**config.mk**
```make
export PLATFORM = sky130hd
export DESIGN_NAME = cdc_src_stim
export DESIGN_NICKNAME = d
export VERILOG_FILES = /design/src/rtl/cdc_src_stim.sv
export SDC_FILE = /design/constraint.sdc
export NUM_CORES = 1
export LEC_CHECK = 0
export ABC_AREA = 0
export CAP_MARGIN = 20
export CORE_UTILIZATION = 31
export CTS_BUF_LIST = sky130_fd_sc_hd__clkbuf_16
export CTS_CLUSTER_SIZE = 8
export DETAILED_ROUTE_END_ITERATION = 7
export PLACE_DENSITY_LB_ADDON = 0.2
export SKIP_CTS_REPAIR_TIMING = 1
export SYNTH_ARGS = -nofsm -noshare
export SYNTH_HDL_FRONTEND = slang
export SYNTH_SLANG_ARGS = --single-unit
export TNS_END_PERCENT = 1
```
**constraint.sdc**
```tcl
create_clock -name src_clk -period 5.1 [get_ports src_clk]
set_clock_uncertainty 0.05 [all_clocks]
set_input_delay 0.51 -clock src_clk [delete_from_list [all_inputs] [get_ports src_clk]]
set_output_delay 0.51 -clock src_clk [all_outputs]
set_load 0.005 [all_outputs]
```
**src/rtl/cdc_src_stim.sv**
```systemverilog
// Source-side four-phase req/ack stimulus generator for CDC handshake benches.
// Issues NUM_XFERS incrementing data words and flags stalled handshakes.
module cdc_src_stim #(
    parameter int unsigned          DATA_W     = 32,
    parameter int unsigned          NUM_XFERS  = 16,
    parameter int unsigned          GAP_CYCLES = 4,
    parameter int unsigned          TIMEOUT    = 1024,
    parameter logic [DATA_W-1:0]    SEED       = '0
) (
    input  logic              src_clk,
    input  logic              src_reset,
    input  logic              start,
    output logic              src_req,
    output logic [DATA_W-1:0] src_data,
    input  logic              src_ack,
    output logic              busy,
    output logic              done,
    output logic [31:0]       sent_count,
    output logic              timeout_err
);

    localparam logic [31:0] NUM_L    = 32'(NUM_XFERS);
    localparam logic [31:0] GAP_LD   = 32'(GAP_CYCLES) - 32'd1;
    localparam logic [31:0] WAIT_MAX = 32'(TIMEOUT) - 32'd1;
    localparam bit          NO_GAP   = (GAP_CYCLES == 0);

    typedef enum logic [2:0] {
        S_IDLE,
        S_REQ,
        S_REL,
        S_GAP,
        S_DONE
    } state_t;

    state_t              state_q;
    logic                req_q;
    logic [DATA_W-1:0]   data_q;
    logic [31:0]         sent_q;
    logic [31:0]         wait_q;
    logic [31:0]         gap_q;
    logic                done_q;
    logic                terr_q;

    logic                launch_d;
    logic                wait_hit_d;
    logic [DATA_W-1:0]   data_inc_d;

    assign launch_d   = start && !src_ack;
    assign wait_hit_d = (wait_q == WAIT_MAX);
    assign data_inc_d = data_q + DATA_W'(1);

    always_ff @(posedge src_clk) begin
        if (src_reset) begin
            state_q <= S_IDLE;
            req_q   <= 1'b0;
            data_q  <= '0;
            sent_q  <= '0;
            wait_q  <= '0;
            gap_q   <= '0;
            done_q  <= 1'b0;
            terr_q  <= 1'b0;
        end else begin
            unique case (state_q)
                S_IDLE, S_DONE: begin
                    if (launch_d) begin
                        state_q <= S_REQ;
                        req_q   <= 1'b1;
                        data_q  <= SEED;
                        sent_q  <= '0;
                        wait_q  <= '0;
                        done_q  <= 1'b0;
                        terr_q  <= 1'b0;
                    end
                end
                S_REQ: begin
                    if (src_ack) begin
                        state_q <= S_REL;
                        req_q   <= 1'b0;
                        sent_q  <= sent_q + 32'd1;
                        wait_q  <= '0;
                    end else if (wait_hit_d) begin
                        state_q <= S_DONE;
                        req_q   <= 1'b0;
                        done_q  <= 1'b1;
                        terr_q  <= 1'b1;
                    end else begin
                        wait_q <= wait_q + 32'd1;
                    end
                end
                S_REL: begin
                    if (!src_ack) begin
                        wait_q <= '0;
                        if (sent_q == NUM_L) begin
                            state_q <= S_DONE;
                            done_q  <= 1'b1;
                        end else if (NO_GAP) begin
                            state_q <= S_REQ;
                            req_q   <= 1'b1;
                            data_q  <= data_inc_d;
                        end else begin
                            state_q <= S_GAP;
                            data_q  <= data_inc_d;
                            gap_q   <= GAP_LD;
                        end
                    end else if (wait_hit_d) begin
                        state_q <= S_DONE;
                        done_q  <= 1'b1;
                        terr_q  <= 1'b1;
                    end else begin
                        wait_q <= wait_q + 32'd1;
                    end
                end
                S_GAP: begin
                    if (gap_q == 32'd0) begin
                        state_q <= S_REQ;
                        req_q   <= 1'b1;
                    end else begin
                        gap_q <= gap_q - 32'd1;
                    end
                end
                default: begin
                    state_q <= S_IDLE;
                    req_q   <= 1'b0;
                end
            endcase
        end
    end

    assign src_req     = req_q;
    assign src_data    = data_q;
    assign sent_count  = sent_q;
    assign done        = done_q;
    assign timeout_err = terr_q;
    assign busy        = (state_q == S_REQ) || (state_q == S_REL) ||
                         (state_q == S_GAP);

endmodule
```
Word level (Yosys, flattened, before mapping)

Index checks and enable logic that the tools add are counted.

Register bits: 134
Output and inout port bits: 68
Word-level logic and storage cells: 84

Add/sub/neg operators: 4
Equal/unequal tests: 16
Muxes and demuxes: 36
Bitwise logic cells: 1
Reductions and logical operators: 19

Operators by type and width:

| kind                                                                  | number |
|---|---|
| 32-bit 2-to-1 mux                                                     | 10 |
| 32-bit one-hot mux with 2 select lines                                | 3 |
| 32-bit by 1-bit adder with 32-bit output (second input constant)      | 3 |
| 32-bit one-hot mux with 3 select lines                                | 1 |
| 32-bit by 10-bit == test with 1-bit output (second input constant)    | 1 |
| 32-bit by 5-bit == test with 1-bit output (second input constant)     | 1 |
| 32-bit zero test                                                      | 1 |
| 32-bit by 1-bit subtractor with 32-bit output (second input constant) | 1 |
| 4-bit AND reduction                                                   | 5 |
| 3-bit 2-to-1 mux                                                      | 6 |
| 2-bit inequality test (second input constant)                         | 8 |
| 1-bit 2-to-1 mux                                                      | 12 |
| 3-bit one-hot mux with 4 select lines                                 | 1 |
| 3-bit by 2-bit == test with 1-bit output (second input constant)      | 2 |
| 3-bit inequality test (second input constant)                         | 2 |
| 1-bit one-hot mux with 3 select lines                                 | 2 |
| 2-bit nonzero test                                                    | 3 |
| 1-bit one-hot mux with 4 select lines                                 | 1 |
| 2-bit AND reduction                                                   | 2 |
| 3-bit by 1-bit == test with 1-bit output (second input constant)      | 1 |
| 3-bit == test (second input constant)                                 | 1 |
| 3-bit zero test                                                       | 1 |
| 3-bit AND reduction                                                   | 1 |
| 3-bit nonzero test                                                    | 1 |
| other kinds (5)                                                       | 6 |

Longest topological paths before layout

Gate-level depths: netlist of run 1.

Depth in word-level cells: 4
Gate-level depth with buffers: 9
Depth with buffers taken out: 7

Worst setup path after synthesis of run 1

No wires, ideal clock.

Path kind: register to register
From: register gap_q[8]
To: register gap_q[30]
Library setup time: 0.070 ns
Data arrival time: 2.470 ns
Required time: 4.980 ns
Path slack: 2.509 ns
Stages on the path, launching flop included: 7
Clock period less this slack: 2.591 ns
Path through: dfxtp_1 or4_1 buf_2 or4_4 or4_1 or4_1 a21oi_1

Longest elaborated chain between the ends: 3
Elaborated cells on any way between the ends: 6
Those cells by class: add/sub: 1; eq/ne: 1; mux: 2; reduce/logical: 2

RTL lines:

| what                                                                              | RTL line | RTL |
|---|---|---|
| start, declared                                                                   | 40       | `logic [31:0] gap_q;` |
| start signal, assigned                                                            | 118      | `gap_q <= gap_q - 32'd1;` |
| 32-bit by 1-bit subtractor with 32-bit output or 32-bit zero test (tied branches) | 118, 114 |  |
| 32-bit 2-to-1 mux or 2-bit inequality test (tied branches)                        | n/a      |  |
| 32-bit one-hot mux with 2 select lines or 4-bit AND reduction (tied branches)     | n/a      |  |

Parallel ways exist; a longest one is shown, timed or not. The select of a mux whose other input is x is not followed.
A chain may end at the register's enable or synchronous reset.

Worst setup path after layout of run 1

From: input port src_ack
To: register wait_q[25]

Longest elaborated chain between the ends: 4
Elaborated cells on any way between the ends: 7
Those cells by class: eq/ne: 1; mux: 3; reduce/logical: 3

RTL lines:

| what                                   | RTL line | RTL |
|---|---|---|
| start, declared                        | 15       | `input logic src_ack,` |
| 1-bit zero test                        | n/a      |  |
| 1-bit logical AND                      | 48       | `assign launch_d = start && !src_ack;` |
| 2-bit inequality test (no source line) | n/a      |  |
| 2-bit AND reduction (no source line)   | n/a      |  |
| end signal, assigned                   | 87       | `wait_q <= wait_q + 32'd1;` |
| end signal, assigned                   | 110      | `wait_q <= wait_q + 32'd1;` |
| end, declared                          | 39       | `logic [31:0] wait_q;` |

Parallel ways exist; a longest one is shown, timed or not.

==> results.sh, run 1 <==
export IMPL_outcome="complete, no violations"
export IMPL_seqPwrFrac_pct=44.1
export IMPL_synth_seq_cells=134
export IMPL_num_vias=6532
export IMPL_cap_violations=0
export IMPL_start_kind="input pin"
export IMPL_crit_type="input pin to register"
export IMPL_combPwrFrac_pct=6.3
export IMPL_tightest_slew_ps=988.0
export IMPL_clk_path_buf_depth=2
export IMPL_io_buffers=71
export IMPL_grt_max_degree=49
export IMPL_finalInstanceArea_um2=8529
export IMPL_n_antenna_cell=0
export IMPL_postSynthAreaPerCell_um2=8.324
export IMPL_critical_path_top_delay_family="simple AND/OR/NAND/NOR gates"
export IMPL_crit_path_cell_trace="clkdlybuf4s50_1, or4b_2, o21ai_0, nand4_1, or4_1, a21oi_1"
export IMPL_maxSlewViolCount=0
export IMPL_reg2reg_from="sent_count[0]$_SDFFE_PP0P_"
export IMPL_ios=72
export IMPL_synth_top_area_cell="dfxtp_1"
export IMPL_critPathRequiredTime_ps=5400
export IMPL_cp_slowest_cell="or4b_2"
export IMPL_fp_dieW_um=152.0
export IMPL_setup_worst_path_start="src_ack"
export IMPL_drt_iter0_markers=407
export IMPL_ant_nets=0
export IMPL_h_tree_depth=4
export IMPL_placed_area_um2=7951
export IMPL_cp_num_buf_inv=1
export IMPL_start_util_pct=31.77
export IMPL_drt_total_wl_mm=18.01
export IMPL_path_depth=6
export IMPL_area_growth_pct=22.28
export IMPL_internal_power_mw=1.861
export IMPL_crit_path_max_fanout=17
export IMPL_worstPathArrival_ps=3420
export IMPL_n_fill_cell=2227
export IMPL_min_period_over_period_pct=61.22
export IMPL_num_rows=54
export IMPL_numClockSinks=134
export IMPL_clkTransAtPathRegs_ps=60
export IMPL_synth_area_um2=6975
export IMPL_die_area_um2=23110
export IMPL_finish_utilization_pct=38.84
export IMPL_synthDistinctLibCells=55
export IMPL_wl_per_cell_um=15.19
export IMPL_insertion_delay_ps=420
export IMPL_grt_overflow_total=0
export IMPL_hold_depth=2
export IMPL_antenna_found_initial=0
export IMPL_rsz0062_at_grt="false"
export IMPL_endpoint_kind="register"
export IMPL_avgViaCountPerCell=5.512
export IMPL_power_mw=2.429
export IMPL_hp_start="timeout_err$_SDFFE_PP0P_"
export IMPL_post_layout_nonfiller_instances=1185
export IMPL_synthArstFlopShare_pct=0
export IMPL_switching_share_pct=23.37
export IMPL_fin_setup_tns_ps=0
export IMPL_ff2ff_path_depth=8
export IMPL_min_period_ps=3122
export IMPL_cpPeakStageDelay_ps=740
export IMPL_p_per_area_nw_per_um2=284.8
export IMPL_ys_warn_count=0
export IMPL_first_pass_iters=5
export IMPL_yosysSeqAreaShare_pct=38.46
export IMPL_synthCells=838
export IMPL_fin_nets=901
export IMPL_track_usage_pct=15.91
export IMPL_p_clk_share_pct=49.6
export IMPL_cts_inserted_buffers=17
export IMPL_drive_gt1_share_pct=6.409
export IMPL_gp_congestion=0.7634
export IMPL_p_leak_nw=2.923
export IMPL_p_sw_uw=567.8
export IMPL_hp_class="register to register"
export IMPL_drc=0
export IMPL_hold_viol=0
export IMPL_slew_headroom_pct=34.07
export IMPL_first_global_vias=5971
export IMPL_ir_worst_vdd_v=0.0002374
export IMPL_ctsRootBufferMaster="clkbuf_16"
export IMPL_die_h_um=152.0
export IMPL_synth_common_cells="134 x dfxtp_1, 64 x a21oi_1, 64 x nand2_1"
export IMPL_synthTopCellsByArea="dfxtp_1 38%, or3_1 5.3%, a21oi_1 4.6%"
export IMPL_grt_pass1_wl_mm=30.48
export IMPL_synth_edf_count=0
export IMPL_cts_tree="built"
export IMPL_core_area_um2=21960
export IMPL_fmax_mhz=320.3
export IMPL_yosysMostFrequentCell="dfxtp_1"
export IMPL_syn_nets=847
export IMPL_synth_top_area_share_pct=38.46
export IMPL_setup_violations_final=0
export IMPL_place_inst=1152
export IMPL_place_hpwl_mm=11.85
export IMPL_synth_flop_cell="dfxtp_1"
-- final cells by class --
| cell class | instances | area [um2] | area share, % |
|---|---|---|---|
| well taps | 280 | 350.3 | 4.107 |
| inverters | 15 | 56.30 | 0.6601 |
| multi-input cells | 639 | 4046 | 47.44 |
| clock inverters | 15 | 147.6 | 1.731 |
| clock buffers | 17 | 425.4 | 4.988 |
| flip-flops and latches | 134 | 2683 | 31.45 |
| repair buffers | 85 | 820.8 | 9.623 |
-- worst register-to-register path, stage by stage (launching register included) --
cell and delay, ps:
dfxtp_1 350, inv_1 100, ha_1 170, nor4b_1 250, and4_1 340, a211o_1 150, buf_4 410, nand2_1 650
o21ba_2 460
-- cells by family after synthesis --
logic type	after synthesis	synth area share, %
buffers and inverters	65	3.731
adder cells (fa/ha/maj)	5	0.8969
AO/OA/AOI/OAI	197	19.23
multiplexers	17	2.457
AND/OR/NAND/NOR	385	30.83
flip-flops	134	38.46
XOR/XNOR	35	4.395
-- layer usage --
metal	GRT usage, %	share of wire, %
met5	0	0
met4	4.762	1.2
met3	3.851	4.0
met2	25.73	46
met1	20.93	49
-- flip-flops by register name, indices dropped and copies added (netlist names) --
| register | cells |
|---|---|
| gap_q | 32 |
| wait_q | 32 |
| src_data | 32 |
| src_req | 1 |
| sent_count | 32 |
| state_q | 3 |
| done | 1 |
| timeout_err | 1 |
-- through the flow --
stage	setup slack (ps)	hold WS (ps)
6_report	1978	403.4
3_3_place_gp	1542	393.0
4_1_cts	1971	409.8
3_5_place_dp	1518	401.5
2_1_floorplan	2509	392.1
5_1_grt	1665	431.5
-- worst paths after layout --
check                                                end  slack, ps
worst max-delay path             wait_q[25]$_SDFFE_PP0P_       1980
worst min-delay path            timeout_err$_SDFFE_PP0P_        400
worst max register to register    gap_q[15]$_SDFFE_PP0P_       2100
worst min register to register  timeout_err$_SDFFE_PP0P_        400
-- cells in the final DEF (no fill, tap or decap), types with 5 or more instances in the layout --
cell and n:
a2111o_1 18, a21oi_1 64, and2_1 6, and3_1 16, and4_1 10, buf_4 12
clkbuf_16 17, clkdlybuf4s50_1 71, dfxtp_1 134, ha_1 5, inv_1 18, mux2i_1 16
nand2_1 63, nand2b_1 6, nand3_1 41, nand4_1 35, nor2_1 50, nor3_1 25
nor4_1 20, o2111ai_1 23, o211ai_1 9, o21ai_0 41, o31ai_1 20, or2_2 5
or3_1 59, or4_1 27, xnor2_1 11, xor2_1 24
-- power by group through the flow --
stage	clock (mW)	sequential, mW	combinational [mW]
after floorplan	0	1.08	0.114
after global placement	0	1.09	0.154
after detailed placement	0	1.09	0.155
after CTS	1.24	1.07	0.155
after global routing	1.28	1.07	0.173
final	1.20	1.07	0.154
No activity file was read; power rests on OpenSTA's default activity.
==> run 2, diff against run 1 <==
==> constraint.sdc (replaced) <==
create_clock -name src_clk -period 2.6 [get_ports src_clk]
set_clock_uncertainty 0.05 [all_clocks]
set_input_delay 0.26 -clock src_clk [delete_from_list [all_inputs] [get_ports src_clk]]
set_output_delay 0.26 -clock src_clk [all_outputs]
set_load 0.005 [all_outputs]
==> results.sh, run 2 (synthesis gave the netlist of run 1 again) <==
export IMPL_ir_worst_vdd_v=0.0003447
export IMPL_drc=0
export IMPL_gp_congestion=0.7799
export IMPL_p_per_area_nw_per_um2=541.2
export IMPL_p_leak_nw=3.228
export IMPL_finalInstanceArea_um2=9026
export IMPL_slew_headroom_pct=62.07
export IMPL_hp_class="register to register"
export IMPL_grt_overflow_total=0
export IMPL_start_kind="register"
export IMPL_r2r_end="gap_q[30]$_SDFFE_PP0P_"
export IMPL_die_h_um=152.0
export IMPL_numClockSinks=134
export IMPL_cap_violations=0
export IMPL_r2r_slack_ps=70
export IMPL_track_usage_pct=16.42
export IMPL_fin_nets=961
export IMPL_hold_end="timeout_err$_SDFFE_PP0P_"
export IMPL_cts_inserted_buffers=17
export IMPL_fp_dieW_um=152.0
export IMPL_cts_tree="built"
export IMPL_clk_path_buf_depth=2
export IMPL_insertion_delay_ps=420
export IMPL_clkTransAtPathRegs_ps=60
export IMPL_start_util_pct=31.77
export IMPL_io_buffers=71
export IMPL_wl_per_cell_um=15.03
export IMPL_placed_area_um2=8414
export IMPL_hold_viol=0
export IMPL_maxSlewViolCount=0
export IMPL_drt_total_wl_mm=18.71
export IMPL_antenna_found_initial=0
export IMPL_avgViaCountPerCell=5.416
export IMPL_crit_path_max_fanout=5
export IMPL_finish_utilization_pct=41.11
export IMPL_hp_start="timeout_err$_SDFFE_PP0P_"
export IMPL_tightest_slew_ps=563.0
export IMPL_final_common_cell="dfxtp_1"
export IMPL_h_tree_depth=4
export IMPL_crit_path_cell_trace="or4_4, or4_4, or4_1, or4_1, a21oi_1"
export IMPL_drive_gt1_share_pct=13.26
export IMPL_die_area_um2=23110
export IMPL_hold_depth=2
export IMPL_ctsRootBufferMaster="clkbuf_16"
export IMPL_cpPeakStageDelay_ps=540
export IMPL_grt_pass1_wl_mm=31.18
export IMPL_layout_common_cells="134 x dfxtp_1, 73 x buf_4, 71 x clkdlybuf4s50_1"
export IMPL_ff2ff_path_depth=5
export IMPL_n_antenna_cell=0
export IMPL_setup_violations_final=0
export IMPL_drt_iter0_markers=320
export IMPL_ant_nets=0
export IMPL_first_global_vias=6151
export IMPL_rsz0062_at_grt="true"
export IMPL_first_pass_iters=5
export IMPL_num_rows=54
export IMPL_min_period_over_period_pct=97.29
export IMPL_cp_slowest_cell="or4_1"
export IMPL_crit_type="register to register"
export IMPL_num_vias=6743
export IMPL_outcome="complete, no violations"
export IMPL_worstPathArrival_ps=2820
export IMPL_core_area_um2=21960
export IMPL_min_period_ps=2530
export IMPL_ios=72
export IMPL_endpoint_kind="register"
export IMPL_fmax_mhz=395.3
export IMPL_grt_max_degree=44
export IMPL_place_inst=1213
export IMPL_post_layout_nonfiller_instances=1245
export IMPL_area_growth_pct=29.40
export IMPL_reg2reg_from="gap_q[9]$_SDFFE_PP0P_"
export IMPL_place_hpwl_mm=12.87
export IMPL_critPathRequiredTime_ps=2890
==> run 2: per-stage QoR <==
step	setup WS, ps	hold slack (ps)	setup TNS [ps]	total power, mW
2_1_floorplan	9.273	390.1	0	2.349
3_3_place_gp	-153.5	388.9	-689.8	2.488
3_5_place_dp	-145.8	397.6	-844.4	2.494
4_1_cts	57.78	407.3	0	4.957
5_1_grt	-2.435	434.4	-2.435	5.086
6_report	70.35	401.6	0	4.885
==> run 2: worst max-delay path: cells and delay by family (launching register included) <==
kind / cells / cell delay, ps
compound gates: 1 / 140
flops: 1 / 330
simple gates: 4 / 1920
==> run 2: power breakdown <==
part | internal, mW | switching, mW
logic | 0.138 | 0.225
clock network | 1.44 | 1.00
registers | 2.07 | 0.0129
total | 3.64 | 1.24
==> run 2: routing by layer <==
layer,vias up,wire length [um],global-route usage [%]
met2,106,8468,26.46
met5,-,0,0
met3,10,820,4.364
met4,0,110,4.179
met1,3185,9308,21.70
li1,3442,-,-
==> run 2: final cells by class <==
| class | instances | area, um2 |
|---|---|---|
| clock buffer | 17 | 425.4 |
| clock inverter | 15 | 167.7 |
| fill | 2254 | 12930 |
| inverter | 15 | 56.30 |
| multi-input combinational | 639 | 4065 |
| sequential | 134 | 2683 |
| tap | 280 | 350.3 |
| timing repair buffer | 145 | 1279 |
==> run 2: worst max path at each step <==
stage	end	slack, ps	from	cells after the start
after floorplan	gap_q[30]$_SDFFE_PP0P_	9	gap_q[8]$_SDFFE_PP0P_	6
after global placement	wait_q[6]$_SDFFE_PP0P_	-150	start	6
after detailed placement	wait_q[4]$_SDFFE_PP0P_	-150	start	7
after CTS	gap_q[30]$_SDFFE_PP0P_	60	gap_q[9]$_SDFFE_PP0P_	5
after global routing	gap_q[30]$_SDFFE_PP0P_	-2	gap_q[9]$_SDFFE_PP0P_	5
final	gap_q[30]$_SDFFE_PP0P_	70	gap_q[9]$_SDFFE_PP0P_	5
==> run 3, diff against run 2 <==
--- a/config.mk
+++ b/config.mk
@@ -7,12 +7,14 @@
 export LEC_CHECK = 0
 export ABC_AREA = 0
 export CAP_MARGIN = 20
+export CORE_MARGIN = 3
 export CORE_UTILIZATION = 31
 export CTS_BUF_LIST = sky130_fd_sc_hd__clkbuf_16
 export CTS_CLUSTER_SIZE = 8
 export DETAILED_ROUTE_END_ITERATION = 7
 export PLACE_DENSITY_LB_ADDON = 0.2
 export SKIP_CTS_REPAIR_TIMING = 1
+export SKIP_LAST_GASP = 1
 export SYNTH_ARGS = -nofsm -noshare
 export SYNTH_HDL_FRONTEND = slang
 export SYNTH_SLANG_ARGS = --single-unit
==> results.sh, run 3 (synthesis gave the netlist of run 1 again) <==
export IMPL_outcome="complete, no violations"
export IMPL_ant_nets=0
export IMPL_io_buffers=71
export IMPL_cap_violations=0
export IMPL_drc=0
export IMPL_numClockSinks=134
export IMPL_tightest_slew_ps=581.8
export IMPL_drt_iter0_markers=328
export IMPL_n_antenna_cell=0
export IMPL_num_vias=6693
export IMPL_rsz0062_at_grt="true"
export IMPL_setup_violations_final=0
export IMPL_die_h_um=156.0
export IMPL_setup_slack_ps=8.967
export IMPL_min_period_ps=2591
export IMPL_cpMostUsedCell="or4_1"
export IMPL_fin_nets=949
export IMPL_first_global_vias=6334
export IMPL_cpPeakStageDelay_ps=550
export IMPL_slew_headroom_pct=60.80
export IMPL_first_pass_iters=5
export IMPL_layout_common_cells="134 x dfxtp_1, 71 x clkdlybuf4s50_1, 64 x a21oi_1"
export IMPL_grt_overflow_total=0
export IMPL_ctsRootBufferMaster="clkbuf_16"
export IMPL_clk_path_buf_depth=2
export IMPL_crit_type="register to register"
export IMPL_gp_congestion=0.7590
export IMPL_p_leak_nw=3.161
export IMPL_ir_worst_vdd_v=0.0003178
export IMPL_antenna_found_initial=0
export IMPL_cts_tree="built"
export IMPL_insertion_delay_ps=430
export IMPL_die_area_um2=24340
export IMPL_p_per_area_nw_per_um2=538.7
export IMPL_crit_path_cell_trace="or4_1, or4_4, or4_1, or4_1, a21oi_1"
export IMPL_min_period_over_period_pct=99.66
export IMPL_start_util_pct=31.77
export IMPL_hold_viol=0
export IMPL_cts_inserted_buffers=17
export IMPL_grt_pass1_wl_mm=31.91
export IMPL_area_growth_pct=27.80
export IMPL_n_fill_cell=2286
export IMPL_crit_path_max_fanout=7
export IMPL_ios=72
export IMPL_cp_slowest_cell="or4_1"
export IMPL_critPathRequiredTime_ps=2900
export IMPL_final_common_cell="dfxtp_1"
export IMPL_num_rows=54
export IMPL_finish_utilization_pct=40.60
export IMPL_endpoint_kind="register"
export IMPL_drt_total_wl_mm=18.68
export IMPL_drive_gt1_share_pct=11.86
export IMPL_grt_max_degree=45
export IMPL_core_area_um2=21960
export IMPL_start_kind="register"
export IMPL_fp_dieW_um=156.0
export IMPL_post_place_ws_ps=-174.9
export IMPL_worstPathArrival_ps=2890
export IMPL_hp_class="register to register"
export IMPL_clkTransAtPathRegs_ps=60
export IMPL_h_tree_depth=4
export IMPL_avgViaCountPerCell=5.428
export IMPL_place_hpwl_mm=13.01
export IMPL_fmax_mhz=385.9
export IMPL_maxSlewViolCount=0
export IMPL_track_usage_pct=15.81
export IMPL_wl_per_cell_um=15.15
run 3: cell count changes in the layout (fill, tap and decap cells not counted), moves of 2 or more:
cell     previous run  this run
a21oi_1            62        64
a21oi_2             2         0
buf_4              73        59
or4_1              24        27
or4_4               5         2
run 3: cell type report:
type	count	area, um2	share of cell area [%]
Timing Repair Buffer	133	1199	13.45
Inverter	15	56.30	0.6316
Clock inverter	15	142.6	1.600
Multi-Input combinational cell	639	4059	45.53
Tap cell	280	350.3	3.930
Sequential cell	134	2683	30.09
Clock buffer	17	425.4	4.772
run 3: metal layers:
layer,wire (um),GRT usage [%],vias up
met5,0,0,-
met4,217,4.920,0
met3,739,3.773,11
met2,8510,24.78,106
met1,9207,21.54,3157
li1,-,-,3419
run 3: path summary, 6_finish.rpt:
| check | depth (start not counted) | endpoint | startpoint | slack, ps |
|---|---|---|---|---|
| max | 5 | gap_q[30]$_SDFFE_PP0P_ | gap_q[9]$_SDFFE_PP0P_ | 9 |
| min | 2 | timeout_err$_SDFFE_PP0P_ | timeout_err$_SDFFE_PP0P_ | 400 |
| max reg2reg | 5 | gap_q[30]$_SDFFE_PP0P_ | gap_q[9]$_SDFFE_PP0P_ | 9 |
| min reg2reg | 2 | timeout_err$_SDFFE_PP0P_ | timeout_err$_SDFFE_PP0P_ | 400 |
run 3: through the flow:
step / power [mW] / TNS [ps] / hold WS, ps / instances / area, um2
global placement: 2.489 / -635.4 / 391.2 / 1200 / 8329
finish: 4.802 / 0 / 404.6 / 1233 / 8915
CTS: 4.869 / 0 / 407.7 / 1232 / 8897
detailed placement: 2.489 / -1625 / 399.8 / 1200 / 8329
global route: 4.992 / -346.8 / 425.2 / 1233 / 8915
floorplan: 2.349 / 0 / 390.1 / 838 / 6975
run 3: power by group:
part | leakage, nW | switching [mW] | internal (mW) | total (mW)
logic | 1.80 | 0.227 | 0.134 | 0.361
registers | 1.08 | 0.0138 | 2.07 | 2.08
clock network | 0.282 | 1.02 | 1.34 | 2.36
total | 3.16 | 1.26 | 3.54 | 4.80
run 3: critical path: cells and delay by family, from the launching register on:
family,cells,cell delay [ps]
compound gates,1,150
flops,1,330
simple gates,4,1970
